[src/rtl/elevator_scan_ctrl.sv]
// SCAN-order elevator car controller: latches floor calls in a pending bitmap,
// travels one floor per TRAVEL_CYCLES, dwells DOOR_CYCLES at stops, freezes on emergency.
module elevator_scan_ctrl #(
   parameter int NUM_FLOORS    = 8,
   parameter int FLOOR_W       = $clog2(NUM_FLOORS),
   parameter int TRAVEL_CYCLES = 2,
   parameter int DOOR_CYCLES   = 4
) (
   input  logic                  clk,
   input  logic                  rst,
   input  logic                  emergency,
   input  logic                  call_valid,
   input  logic [FLOOR_W-1:0]    call_floor,
   output logic [FLOOR_W-1:0]    floor,
   output logic                  door,
   output logic                  direction,
   output logic                  moving,
   output logic [NUM_FLOORS-1:0] pending
);

   localparam int TW = $clog2(TRAVEL_CYCLES + 1);
   localparam int DW = $clog2(DOOR_CYCLES + 1);
   localparam logic [FLOOR_W-1:0] TOP = FLOOR_W'(NUM_FLOORS - 1);

   typedef enum logic [1:0] {
      IDLE      = 2'd0,
      MOVE      = 2'd1,
      DOOR_OPEN = 2'd2,
      EMERG     = 2'd3
   } state_t;

   state_t        state;
   logic [TW-1:0] travel_cnt;
   logic [DW-1:0] door_cnt;

   function automatic logic any_above(input logic [NUM_FLOORS-1:0] p,
                                      input logic [FLOOR_W-1:0] f);
      logic r;
      r = 1'b0;
      for (int i = 0; i < NUM_FLOORS; i++)
         if (i > int'(f) && p[i]) r = 1'b1;
      return r;
   endfunction

   function automatic logic any_below(input logic [NUM_FLOORS-1:0] p,
                                      input logic [FLOOR_W-1:0] f);
      logic r;
      r = 1'b0;
      for (int i = 0; i < NUM_FLOORS; i++)
         if (i < int'(f) && p[i]) r = 1'b1;
      return r;
   endfunction

   // Calls are dropped while the emergency input or EMERG state is active.
   logic                  call_ok;
   logic                  here_call;
   logic [NUM_FLOORS-1:0] call_bit;
   logic [NUM_FLOORS-1:0] here_bit;
   logic [NUM_FLOORS-1:0] pend_in;
   logic [FLOOR_W-1:0]    floor_nx;
   logic [NUM_FLOORS-1:0] nx_bit;
   logic                  dir_arr;
   logic                  ahead_nx;
   logic                  behind_nx;
   logic                  idle_dir;
   logic                  last_travel;
   logic                  last_dwell;

   assign call_ok   = call_valid && !emergency && (state != EMERG) &&
                      (int'(call_floor) < NUM_FLOORS);
   assign here_call = call_ok && (call_floor == floor) &&
                      ((state == IDLE) || (state == DOOR_OPEN));
   assign call_bit  = call_ok ? (NUM_FLOORS'(1) << call_floor) : '0;
   assign here_bit  = NUM_FLOORS'(1) << floor;
   assign pend_in   = pending | (here_call ? '0 : call_bit);

   assign floor_nx  = (direction && floor != TOP)  ? floor + 1'b1 :
                      (!direction && floor != '0)  ? floor - 1'b1 : floor;
   assign nx_bit    = NUM_FLOORS'(1) << floor_nx;
   // Reaching either end forces the direction to point back inward.
   assign dir_arr   = (floor_nx == TOP) ? 1'b0 : (floor_nx == '0) ? 1'b1 : direction;
   assign ahead_nx  = dir_arr ? any_above(pend_in, floor_nx) : any_below(pend_in, floor_nx);
   assign behind_nx = dir_arr ? any_below(pend_in, floor_nx) : any_above(pend_in, floor_nx);
   assign idle_dir  = direction ? any_above(pending, floor) : !any_below(pending, floor);

   assign last_travel = (travel_cnt == TW'(TRAVEL_CYCLES - 1));
   assign last_dwell  = (door_cnt == DW'(DOOR_CYCLES - 1));

   always_ff @(posedge clk or posedge rst) begin
      if (rst) begin
         state      <= IDLE;
         floor      <= '0;
         door       <= 1'b1;
         direction  <= 1'b1;
         moving     <= 1'b0;
         pending    <= '0;
         travel_cnt <= '0;
         door_cnt   <= '0;
      end else if (emergency) begin
         state      <= EMERG;
         door       <= 1'b1;
         moving     <= 1'b0;
         travel_cnt <= '0;
         door_cnt   <= '0;
      end else begin
         case (state)
            IDLE: begin
               pending <= pend_in;
               if (here_call) begin
                  state    <= DOOR_OPEN;
                  door_cnt <= '0;
               end else if ((pending & here_bit) != '0) begin
                  // A stale call for the current floor is simply served here.
                  pending  <= pend_in & ~here_bit;
                  state    <= DOOR_OPEN;
                  door_cnt <= '0;
               end else if (pending != '0) begin
                  state      <= MOVE;
                  door       <= 1'b0;
                  moving     <= 1'b1;
                  travel_cnt <= '0;
                  direction  <= idle_dir;
               end
            end
            MOVE: begin
               pending <= pend_in;
               if (last_travel) begin
                  floor      <= floor_nx;
                  travel_cnt <= '0;
                  if ((pend_in & nx_bit) != '0) begin
                     pending   <= pend_in & ~nx_bit;
                     state     <= DOOR_OPEN;
                     door      <= 1'b1;
                     moving    <= 1'b0;
                     door_cnt  <= '0;
                     direction <= dir_arr;
                  end else if (ahead_nx) begin
                     direction <= dir_arr;
                  end else if (behind_nx) begin
                     direction <= ~dir_arr;
                  end else begin
                     state     <= IDLE;
                     door      <= 1'b1;
                     moving    <= 1'b0;
                     direction <= dir_arr;
                  end
               end else begin
                  travel_cnt <= travel_cnt + 1'b1;
               end
            end
            DOOR_OPEN: begin
               pending <= pend_in;
               if (here_call)       door_cnt <= '0;
               else if (last_dwell) state    <= IDLE;
               else                 door_cnt <= door_cnt + 1'b1;
            end
            default: begin
               state <= IDLE;
               door  <= 1'b1;
            end
         endcase
      end
   end

endmodule

[config.mk]
export PLATFORM = sky130hd
export DESIGN_NAME = elevator_scan_ctrl
export DESIGN_NICKNAME = d
export VERILOG_FILES = /design/src/rtl/elevator_scan_ctrl.sv
export SDC_FILE = /design/constraint.sdc
export NUM_CORES = 1
export LEC_CHECK = 0
export CAP_MARGIN = 15
export CORE_MARGIN = 3
export CORE_UTILIZATION = 46
export DETAILED_ROUTE_END_ITERATION = 16
export GPL_TIMING_DRIVEN = 0
export PLACE_DENSITY = 0.73
export SLEW_MARGIN = 20
export SYNTH_ARGS = -nofsm -noshare
export SYNTH_HDL_FRONTEND = slang
export SYNTH_SLANG_ARGS = --single-unit
export TNS_END_PERCENT = 20
[constraint.sdc]
create_clock -name clk -period 3.55 [get_ports clk]
set_input_delay 0.8875 -clock clk [delete_from_list [all_inputs] [get_ports clk]]
set_output_delay 0.8875 -clock clk [all_outputs]
set_load 0.1 [all_outputs]
After elaboration in Yosys (flattened, before gate mapping)
Cells that the tools add are included.

Shifts and indexed selects: 3. Magnitude comparators: 28. Reductions and logical operators: 56. Bitwise operators: 9. $add $sub $neg: 4. Eq/ne operators: 25. Multiplexer cells: 93.

Operator list (number): 1-bit 2-to-1 mux (56); 8-bit 2-to-1 mux (6); 1-bit logical AND (34); 8-bit bitwise AND (4); 2-bit 2-to-1 mux (15); 3-bit 2-to-1 mux (9); 3-bit greater-than comparator, first input constant (8); 8-bit case mux with 3 select lines (1); 8-bit nonzero test (3); 1-bit by 3-bit << shifter with 8-bit output, first input constant (3); 3-bit inequality test, second input constant (7); 3-bit < comparator, first input constant (6); 8-bit inverter (2); 7-bit AND reduction (2); 2-bit by 3-bit greater-than comparator with 1-bit output, first input constant (4); 1-bit by 3-bit < comparator with 1-bit output, first input constant (4); 2-bit by 3-bit < comparator with 1-bit output, first input constant (4); 4-bit inequality test, second input constant (3); 6-bit AND reduction (2); 2-bit inequality test, second input constant (5); 3-bit case mux with 3 select lines (1); 3-bit nonzero test (3); 8-bit bitwise OR (1); 3-bit by 1-bit adder with 3-bit output, second input constant (2); 27 further kinds (33).

Input bits: 7. Bits in registers: 21. Output and inout bits: 14.

Longest topological paths before layout
Depth in word-level cells: 22. Depth in mapped cells: 14.

Least setup slack after synthesis
No wires, ideal clock.

Path kind: reg-to-reg. Start: register floor[1]. End: register state[0]. Setup slack: -0.107 ns. Stages on the path, launching flop included: 15. Setup time: 0.124 ns. Required time: 3.426 ns. Path buffers: 3. Data arrival time: 3.534 ns. Path through: dfrtp_1 > buf_2 > inv_1 > ha_1 > buf_4 > and3b_1 > o22ai_1 > and2_1 > buf_2 > a21oi_1 > a221o_1 > a211oi_4 > a211oi_4 > o21a_1 > a211o_1.

Longest elaborated chain between the ends: 16. Elaborated cells between the ends (all ways): 78. Those cells by class: add/sub (2); order compare (14); eq/ne (7); shift (2); mux (27); bitwise (3); reduce/logical (23).

Ends and longest elaborated chain: from (decl) (line 14) `output logic [FLOOR_W-1:0] floor,`; from (signal assigned) (line 128) `floor <= floor_nx;`; branches (longest 16 deep; another with 3-bit by 1-bit subtractor with 3-bit output); to (signal assigned) (line 91) `state <= IDLE;`; to (signal assigned) (line 100) `state <= EMERG;`; to (signal assigned) (line 110) `state <= DOOR_OPEN;`; to (decl) (line 32) `state_t state;`.

Parallel ways; which one is timed is not known. The select of a mux whose other input is x is not followed. A chain may end at the register's enable or synchronous reset.

Worst setup path after layout
Start: input call_floor[0]. End: register door_cnt[1].

Longest elaborated chain between the ends: 9. Elaborated cells between the ends (all ways): 17. Those cells by class: eq/ne (4); shift (1); mux (6); bitwise (2); reduce/logical (4).

Ends and longest elaborated chain: from (decl) (line 13) `input logic [FLOOR_W-1:0] call_floor,`; 3-bit == test (line 71) `assign here_call = call_ok && (call_floor == floor) &&`; 1-bit logical AND (2 in series) (line 71); 8-bit 2-to-1 mux (line 75) `assign pend_in = pending | (here_call ? '0 : call_bit);`; 8-bit bitwise OR (line 75); 8-bit bitwise AND (line 130) `if ((pend_in & nx_bit) != '0) begin`; 8-bit nonzero test (line 130); 3-bit inequality test (no line); 5-bit AND reduction (no line); to (signal assigned) (line 155) `else door_cnt <= door_cnt + 1'b1;`; to (decl) (line 34) `logic [DW-1:0] door_cnt;`.

Several ways; a longest one is shown, not always the timed one.

==> results.sh <==
export IMPL_yosys_mux_area_fraction_pct=3.04
export IMPL_syn_num_nets=290
export IMPL_multiInputGateArea_sq_um=1530
export IMPL_synth_simple_gate_area_share_pct=24.2
export IMPL_cts_root_buf="sky130_fd_sc_hd__clkbuf_8"
export IMPL_synth_avg_cell_area_sq_um=7.90
export IMPL_ff2ff_path_depth=14
export IMPL_clk_insertion_delay_late_ns=0.27
export IMPL_worst_r2r_startpoint="floor[1]"
export IMPL_period_needed_ns=3.44
export IMPL_grt_overflow_total=0
export IMPL_number_of_hold_violations_in_the_final_report=0
export IMPL_critical_path_endpoint_type="flip-flop"
export IMPL_drt_total_wl_um=6170
export IMPL_clkTransAtPathRegs_ns=0.07
export IMPL_row_count=24
export IMPL_fp_dieW_um=74.2
export IMPL_worst_path_max_delay_cell="sky130_fd_sc_hd__clkdlybuf4s50_1"
export IMPL_clock_skew_ns=0.00741
export IMPL_timing_rr_end="state[0]"
export IMPL_yosys_warnings=0
export IMPL_hold_path_class="flip-flop to flip-flop"
export IMPL_postLayoutSetupSlackWorst_ns=0.110
export IMPL_hold_depth=1
export IMPL_mappedNetlistArea_sq_um=2140
export IMPL_vias=2254
export IMPL_synthXorXnorAreaFrac_pct=3.10
export IMPL_number_of_antenna_violations_at_the_first_check_in_global_routing=0
export IMPL_cts_tree="yes"
export IMPL_ios=21
export IMPL_cts_hold_fix_buffers=0
export IMPL_status="completed"
export IMPL_detailedRoute_firstIterationViolations=261
export IMPL_worst_slew_pin_slew_ns=0.974
export IMPL_nets=319
export IMPL_clk_path_buf_depth=2
export IMPL_register_area_sq_um=531
export IMPL_gp_congestion=0.938
export IMPL_register_to_register_setup_slack_ns=0.20
export IMPL_fp_coreArea_sq_um=4410
export IMPL_grt_util_all_layers_pct=23.4
export IMPL_worstPathRequired_ns=3.70
export IMPL_mostFrequentLayoutCells="sky130_fd_sc_hd__nor2_1, sky130_fd_sc_hd__nand2_1, sky130_fd_sc_hd__a21oi_1"
export IMPL_n_fill_cell=420
export IMPL_initial_core_utilization_pct=48.5
export IMPL_timing_worst_setup_path_type="primary input to flip-flop"
export IMPL_port_buffers=20
export IMPL_route_antenna_remaining_nets=0
export IMPL_placed_cells=343
export IMPL_final_area_sq_um=2520
export IMPL_grt_max_degree=22
export IMPL_cp_max_fo=7
export IMPL_min_delay_worst_endpoint="door_cnt[2]"
export IMPL_critPathArrivalTime_ns=3.59
export IMPL_place_ws_ns=-0.177
export IMPL_die_area_sq_um=5510
export IMPL_synth_seq_cells=21
export IMPL_synth_top_flop_cell="sky130_fd_sc_hd__dfrtp_1"
export IMPL_setup_violations=0
export IMPL_post_synth_inst_count=271
export IMPL_number_of_maximum_capacitance_constraint_violations=0
export IMPL_detail_route_wl_per_cell_um=17.6
export IMPL_first_global_vias=1981
export IMPL_areaGrowthSynthToFinish_pct=17.9
export IMPL_synth_fa_ha_area_share_pct=7.01
export IMPL_drt_pass1_iter_count=5
export IMPL_synth_edf_count=0
export IMPL_post_route_period_util_pct=96.9
export IMPL_dp_final_hpwl_um=4650
export IMPL_clock_sinks=21
export IMPL_worst_path_cell_chain="clkdlybuf4s50_1 -> xnor2_2 -> nand4_4 -> a31oi_1 -> mux2_1 -> o32a_1 -> o211ai_4 -> nand2_1 -> o2bb2ai_1 -> mux2_2"
export IMPL_cp_start_kind="primary input"
export IMPL_fraction_of_registers_with_async_set_or_reset_after_synthesis_pct=100
export IMPL_htree_num_levels=1
export IMPL_die_height_um=74.2
export IMPL_drc=0
export IMPL_seq_area_frac_synth_pct=24.6
export IMPL_worst_case_headroom_to_the_max_slew_limit_pct=34.9
export IMPL_final_core_util_pct=57.2
export IMPL_synth_compound_area_share_pct=32.4
export IMPL_timing_hold_worst_start="door_cnt[2]"
export IMPL_routed_via_density=6.42
export IMPL_cpPeakStageDelay_ns=0.53
export IMPL_layout_cells_non_filler=351
export IMPL_cts_inserted_buffers=3
export IMPL_achievable_frequency_mhz=291
export IMPL_final_common_cell="sky130_fd_sc_hd__nor2_1"
export IMPL_post_dp_cell_area_sq_um=2410
export IMPL_layout_drive_gt1_share_pct=15.1
export IMPL_insertedDiodeCount=0
export IMPL_largest_family_of_logic_cells_by_synthesized_area="compound AO/OA/AOI/OAI gates"
export IMPL_grt_first_pass_wirelength_um=10000
export IMPL_yosys_cell_types_count=64
export IMPL_final_max_slew_violation_count=0
==> flip-flops by register name (all words and copies together) (netlist names) <==
signal and flops:
moving 1, floor 3, door 1, direction 1, pending 8, state 2
travel_cnt 2, door_cnt 3
==> worst max-delay path, delay by kind of cell <==
family          cells  cell delay [ns]
xor+xnor            1             0.29
compound gates      4             0.99
simple gates        2             0.31
buf+inv             1             0.53
mux                 2             0.59
==> worst max path at each step <==
stage | start | endpoint | depth (start not counted)
2_1_floorplan | floor[1] | state[0] | 14
3_3_place_gp | call_floor[0] | door_cnt[2] | 10
3_5_place_dp | call_floor[2] | door_cnt[1] | 10
4_1_cts | floor[1] | door_cnt[1] | 12
5_1_grt | emergency | door_cnt[1] | 10
6_report | call_floor[0] | door_cnt[1] | 10
==> cell type report <==
| type | count | area share, % |
|---|---|---|
| Timing Repair Buffer | 24 | 9.12 |
| Multi-Input combinational cell | 225 | 60.5 |
| Buffer | 11 | 2.63 |
| Sequential cell | 21 | 21.0 |
| Inverter | 14 | 2.38 |
| Clock buffer | 4 | 1.78 |
| Tap cell | 52 | 2.58 |
==> synthesized netlist by cell type (all sizes together), types with 4 or more instances <==
cell	n	share of area [%]
nand2	30	5.3
nor2b	4	1.2
nor3	12	2.8
a31oi	6	2.5
mux2	4	2.1
a22oi	5	1.8
nand2b	4	1.2
buf	8	2.6
ha	12	7.0
nand3	4	0.93
a211o	5	2.0
nor2	31	5.4
a211oi	5	2.9
a21oi	29	7.0
inv	14	2.5
xnor2	4	2.7
dfrtp	19	22
o21ai	23	5.5
==> metrics by stage <==
stage / TNS (ns) / hold WS [ns]
finish: 0 / 0.518
detailed placement: -1.08 / 0.502
global placement: -0.752 / 0.497
floorplan: 0 / 0.479
global route: -0.00657 / 0.544
CTS: 0 / 0.519
==> cells by family after synthesis <==
| logic type | count (synthesis) |
|---|---|
| DFF | 21 |
| buffers and inverters | 25 |
| xor gates and xnor gates | 5 |
| muxes | 6 |
| AOI/OAI and AO/OA | 98 |
| adders and majority gates | 12 |
| and+or+nand+nor | 104 |
==> metal layers <==
| layer | track usage [%] | share of wire [%] |
|---|---|---|
| met5 | 0 | 0 |
| met4 | 8.30 | 2.7 |
| met3 | 4.32 | 6.7 |
| met2 | 34.5 | 44 |
| met1 | 34.1 | 47 |
==> timing repair <==
| item | in CTS | in global routing |
|---|---|---|
| pin swaps | 0 | 1 |
| endpoints found under the setup margin | 3 | 15 |
| hold endpoints to repair | 0 | 0 |
| setup buffers | 0 | 4 |
| gates resized for setup | 1 | 10 |
Power is left out: the tool's default activity adds up to more than one toggle a clock period on the data nets, which glitch-free logic cannot reach.
